$ cat config.mk
export PLATFORM = sky130hd
export DESIGN_NAME = sample_walker
export DESIGN_NICKNAME = d
export VERILOG_FILES = /design/src/rtl/sample_walker_pkg.sv /design/src/rtl/sample_walker.sv
export SDC_FILE = /design/constraint.sdc
export NUM_CORES = 1
export LEC_CHECK = 0
export ABC_AREA = 1
export BUFFER_PORTS_ARGS = -buffer_cell sky130_fd_sc_hd__buf_2
export CORE_AREA = 2 2 320 322
export CTS_CLUSTER_DIAMETER = 80
export CTS_CLUSTER_SIZE = 12
export DETAILED_ROUTE_END_ITERATION = 10
export DIE_AREA = 0 0 322 324
export PLACE_DENSITY = 0.64
export SLEW_MARGIN = 20
export SYNTH_ARGS = -nofsm -noshare
export SYNTH_HDL_FRONTEND = slang
export SYNTH_SLANG_ARGS = --single-unit
$ cat constraint.sdc
create_clock -name clk -period 10.6 [get_ports clk]
set_input_delay 1.06 -clock clk [delete_from_list [all_inputs] [get_ports clk]]
set_output_delay 1.06 -clock clk [all_outputs]
set_load 0.05 [all_outputs]
$ cat src/rtl/sample_walker_pkg.sv
// Shared raster types for the sample walker: coordinate words, triangle/box/sample
// arrays, subsample step codes and the walker FSM state encoding.
package sample_walker_pkg;

  localparam int SIGFIG  = 24;
  localparam int RADIX   = 10;
  localparam int VERTS   = 3;
  localparam int AXIS    = 3;
  localparam int COLORS  = 3;
  localparam int SAMPLES = 3;

  localparam logic [3:0] SUB_ONE     = 4'b1000;
  localparam logic [3:0] SUB_HALF    = 4'b0100;
  localparam logic [3:0] SUB_QUARTER = 4'b0010;
  localparam logic [3:0] SUB_EIGHTH  = 4'b0001;

  typedef logic [SIGFIG-1:0]        word_t;
  typedef logic signed [SIGFIG:0]   wide_t;
  typedef word_t [VERTS-1:0][AXIS-1:0] tri_t;
  typedef word_t [COLORS-1:0]          color_t;
  typedef word_t [1:0][1:0]            box_t;
  typedef word_t [SAMPLES-1:0][1:0]    samp_t;

  typedef enum logic {WAIT_STATE, TEST_STATE} state_t;

  localparam wide_t ONE_STEP = wide_t'(1 << RADIX);

  // Unrecognised codes fall back to a full-pixel step.
  function automatic wide_t step_decode(input logic [3:0] code);
    case (code)
      SUB_ONE:     return ONE_STEP;
      SUB_HALF:    return ONE_STEP >>> 1;
      SUB_QUARTER: return ONE_STEP >>> 2;
      SUB_EIGHTH:  return ONE_STEP >>> 3;
      default:     return ONE_STEP;
    endcase
  endfunction

  function automatic wide_t sext(input word_t w);
    return {w[SIGFIG-1], w};
  endfunction

endpackage

$ cat src/rtl/sample_walker.sv
// Walks a triangle's bounding box on the subsample grid, emitting SAMPLES adjacent
// sample positions per cycle while holding upstream off with an active-low halt.
module sample_walker
  import sample_walker_pkg::*;
(
  input  logic                clk,
  input  logic                rst,
  input  tri_t                tri_R14S,
  input  color_t              color_R14U,
  input  box_t                box_R14S,
  input  logic                validTri_R14H,
  input  logic [3:0]          subSample_RnnnnU,
  output logic                halt_RnnnnL,
  output tri_t                tri_R16S,
  output color_t              color_R16U,
  output samp_t               sample_R16S,
  output logic [SAMPLES-1:0]  validSamp_R16H
);

  state_t state;
  wide_t  x_cur, y_cur, ll_x, ur_x, ur_y, step;
  logic   degen;
  tri_t   tri_lat;
  color_t color_lat;

  wide_t  in_step, in_mask, in_ll_x, in_ll_y, in_ur_x, in_ur_y;
  wide_t  acc, next_x, next_y;
  wide_t  lane_x [SAMPLES];
  logic [SAMPLES-1:0] lane_ok;
  logic   row_wrap, last;

  // One extra bit of headroom keeps x_cur + SAMPLES*S from wrapping near UR.
  always_comb begin
    in_step = step_decode(subSample_RnnnnU);
    in_mask = ~(in_step - wide_t'(1));
    in_ll_x = sext(box_R14S[0][0]) & in_mask;
    in_ll_y = sext(box_R14S[0][1]) & in_mask;
    in_ur_x = sext(box_R14S[1][0]);
    in_ur_y = sext(box_R14S[1][1]);

    lane_x  = '{default: '0};
    lane_ok = '0;
    acc     = x_cur;
    for (int k = 0; k < SAMPLES; k++) begin
      lane_x[k]  = acc;
      lane_ok[k] = (acc <= ur_x) && (y_cur <= ur_y);
      acc        = acc + step;
    end
    next_x   = acc;
    next_y   = y_cur + step;
    row_wrap = next_x > ur_x;
    last     = degen || (row_wrap && (next_y > ur_y));
  end

  always_ff @(posedge clk or negedge rst) begin
    if (!rst) begin
      state          <= WAIT_STATE;
      x_cur          <= '0;
      y_cur          <= '0;
      ll_x           <= '0;
      ur_x           <= '0;
      ur_y           <= '0;
      step           <= '0;
      degen          <= 1'b0;
      tri_lat        <= '0;
      color_lat      <= '0;
      halt_RnnnnL    <= 1'b1;
      tri_R16S       <= '0;
      color_R16U     <= '0;
      sample_R16S    <= '0;
      validSamp_R16H <= '0;
    end else begin
      case (state)
        WAIT_STATE: begin
          validSamp_R16H <= '0;
          if (validTri_R14H) begin
            tri_lat     <= tri_R14S;
            color_lat   <= color_R14U;
            step        <= in_step;
            ll_x        <= in_ll_x;
            ur_x        <= in_ur_x;
            ur_y        <= in_ur_y;
            x_cur       <= in_ll_x;
            y_cur       <= in_ll_y;
            degen       <= (in_ur_x < in_ll_x) || (in_ur_y < in_ll_y);
            halt_RnnnnL <= 1'b0;
            state       <= TEST_STATE;
          end
        end
        TEST_STATE: begin
          for (int k = 0; k < SAMPLES; k++) begin
            sample_R16S[k][0] <= lane_x[k][SIGFIG-1:0];
            sample_R16S[k][1] <= y_cur[SIGFIG-1:0];
          end
          validSamp_R16H <= lane_ok;
          tri_R16S       <= tri_lat;
          color_R16U     <= color_lat;
          if (last) begin
            halt_RnnnnL <= 1'b1;
            state       <= WAIT_STATE;
          end else if (row_wrap) begin
            x_cur <= ll_x;
            y_cur <= next_y;
          end else begin
            x_cur <= next_x;
          end
        end
        default: state <= WAIT_STATE;
      endcase
    end
  end

endmodule

==> results.py <==
metrics = {
    "run_status": {
        "outcome": "finished clean",
    },
    "drt": {
        "wl_per_cell_um": 17.9,
        "route.vias.total": 29500,
        "drtIter0Drc": 2189,
        "via_per_inst": 4.72,
        "wirelength_mm": 112,
        "drtAntennaViolNets": 0,
        "drc_errors": 0,
        "drtPass1Iterations": 6,
    },
    "cts": {
        "tritoncts": "done",
        "cts_buffer_depth": 3,
        "cts-root-buf": "clkbuf_16",
        "cts_buffers": 76,
        "hold_buffers": 0,
        "clk_latency_ps": 650,
        "clkTransAtPathRegs_ps": 70,
        "postCtsSetupBuffers": 0,
        "htreeDepth": 3,
        "cts_resized": 0,
        "cts.sinks": 756,
    },
    "min_path": {
        "whs_path_depth": 2,
        "hold_end": "tri_R16S[147]$_DFFE_PN0P_",
        "min-delay-start": "tri_lat[147]$_DFFE_PN0P_",
        "hold_path.class": "flop to flop",
    },
    "global_route": {
        "grt_max_degree": 181,
        "grt_pass1_vias": 28100,
        "gr-usage-all-layers_pct": 20.9,
        "antenna_found_initial": 32,
        "grt_pass1_wl_mm": 168,
        "grt_overflow": 0,
    },
    "critical_path": {
        "start_kind": "flop",
        "path_max_fanout": 27,
        "critical_path.slowest_cell": "inv_1",
        "cp_common_cell": "nand2_1",
        "reg2reg_from": "step[7]$_DFFE_PN0P_",
        "worstSetupPathType": "flop to flop",
        "rrSetupSlack_ps": 2330,
        "regToRegEndpoint": "x_cur[8]$_DFFE_PN0P_",
        "reg2reg_depth": 37,
        "arrival_ps": 8770,
        "required_ps": 11100,
        "end_kind": "flop",
        "cp_slowest_stage_delay_ps": 570,
        "cp-startpoint": "step[7]$_DFFE_PN0P_",
    },
    "yosys": {
        "synth_area_leaders": "dfrtp_1 54%, nand2_1 23%, ha_1 5.7%",
        "ys_ff_latch": 756,
        "synth_top_area_share_pct": 53.9,
        "synth_area_um2": 35000,
        "ys_warn_count": 0,
        "synth_xor_area_share_pct": 0.625,
        "synth_top_family_by_area": "simple AND/OR/NAND/NOR gates",
        "synth_cell_types": 57,
        "syn_inst": 4256,
        "synth_top_area_cell": "dfrtp_1",
        "yosys.area_share.simple_pct": 28.4,
        "syn_avg_cell_area_um2": 8.23,
        "yosysMostFrequentCell": "nand2_1",
        "synthFlopType": "dfrtp_1",
        "yosys-top-cells-count": "2191 x nand2_1, 755 x dfrtp_1, 205 x inv_1, 172 x o21ai_0, 168 x clkbuf_1",
        "synth-compound-area-share_pct": 5.14,
        "synthMuxAreaShare_pct": 0,
        "yosysSeqAreaShare_pct": 54.0,
        "synth_edf_count": 0,
        "async_flop_share_pct": 100,
        "yosys.area_share.adder_pct": 5.91,
    },
    "floorplanning": {
        "pin_count": 827,
        "die_area_um2": 104000,
        "rows": 117,
        "coreArea_um2": 101000,
        "die_width_um": 322,
        "start_util_pct": 34.7,
        "die_h_um": 324,
    },
    "placed_design": {
        "gp_congestion": 0.896,
        "portBuffers": 770,
        "dp_hpwl_mm": 80.5,
    },
    "sta": {
        "fmax_ghz": 0.121,
        "slew_headroom_pct": 30.5,
        "tns_ps": 0,
        "fin_worst_skew_ps": 29.5,
        "post-route-min-period_ps": 8270,
        "rsz0062_at_grt": "no",
        "setup_viol": 0,
        "fin_crit_sh_pct": 78.0,
        "hold_viol": 0,
        "tightest_slew_ps": 1040,
        "slew_violations": 0,
    },
    "power": {
        "ir_worst_vdd_v": 0.000210,
        "power_mw": 15.3,
        "power_density_nw_per_um2": 366,
        "p_leak_nw": 23.5,
    },
    "finish": {
        "area_growth_syn_to_layout_pct": 19.4,
        "final_layout_size_suffix_gt1_share_pct": 19.3,
        "finalNetCount": 5466,
    },
    "run": {
        "drv_cap": 0,
    },
}
[critical path: cells and delay by family (launching register included)]
family                   cells  cell delay [ps]
XOR/XNOR                     1              350
buffers and inverters        7             1360
AND/OR/NAND/NOR             20             3530
adder cells (fa/ha/maj)      5             1830
AO/OA/AOI/OAI                4              460
flip-flops                   1              550
[where the power goes]
group	leakage, nW	switching, mW	internal (mW)	total, mW
combinational	13.1	5.90	1.92	7.82
sequential	9.42	0.823	4.20	5.03
clock	1.03	1.13	1.34	2.47
total	23.5	7.85	7.46	15.3
[worst max-delay path by stage]
stage	endpoint	slack, ps	cells after the start
global route	x_cur[8]$_DFFE_PN0P_	1670	37
CTS	x_cur[8]$_DFFE_PN0P_	2330	37
global placement	x_cur[8]$_DFFE_PN0P_	2410	37
detailed placement	x_cur[8]$_DFFE_PN0P_	2380	37
floorplan	x_cur[23]$_DFFE_PN0P_	5130	38
finish	x_cur[8]$_DFFE_PN0P_	2330	37
[cell usage in the layout (no fill, tap or decap), drive strengths merged, types with 4 or more instances in the layout]
cell type	Yosys	routed
nand2	2220	2220
buf	87	792
dfrtp	755	755
inv	213	220
o21ai	176	176
ha	159	159
nor2	130	130
a21oi	89	89
nand3	89	89
clkbuf	168	87
conb	1	42
nand4	37	37
xor2	20	20
nor3	20	20
o31ai	16	16
diode	0	12
o21bai	7	7
o211ai	6	6
xnor2	5	5
nor4	5	5
nor3b	5	5
nand3b	4	4
a211oi	4	4
o21a	4	4
o22ai	4	4
fa	4	4
[kinds of logic after synthesis]
logic type               Yosys count
other                              1
XOR/XNOR                          25
adder cells (fa/ha/maj)          163
buffers and inverters            469
flip-flops                       756
AND/OR/NAND/NOR                 2516
AO/OA/AOI/OAI                    326
[through the flow]
stage | std cells | setup slack [ps] | util, % | hold WS, ps | instance area, µm²
global placement | 6143 | 2410 | 39.3 | 449 | 39700
floorplan | 4297 | 5130 | - | 442 | 35200
global route | 6247 | 1670 | 41.4 | 480 | 41800
finish | 6252 | 2330 | 41.4 | 457 | 41800
detailed placement | 6143 | 2380 | 39.3 | 453 | 39700
CTS | 6240 | 2330 | 41.4 | 457 | 41800
[layout make-up]
| class | count | area, µm² |
|---|---|---|
| fillers | 10300 | 59200 |
| flip-flops and latches | 756 | 18900 |
| multi-input cells | 3072 | 14200 |
| repair buffers | 792 | 4080 |
| clock buffers | 87 | 2010 |
| well taps | 1309 | 1640 |
| inverters | 214 | 818 |
| clock inverters | 10 | 106 |
| diodes | 12 | 30.0 |
[layer usage]
layer	global-route usage [%]	wire length (µm)
met3	4.93	7840
met4	8.22	4040
met1	26.1	45500
met5	0	188
met2	34.8	54300
[state kept, by name, indices dropped and copies added, names as in the netlist]
register,count
color_R16U,72
color_lat,72
degen,1
halt_RnnnnL,1
ll_x,18
sample_R16S,68
state,1
step,4
tri_R16S,216
tri_lat,216
ur_x,24
ur_y,24
validSamp_R16H,3
x_cur,18
y_cur,18
No activity file was read; power rests on OpenSTA's default activity.
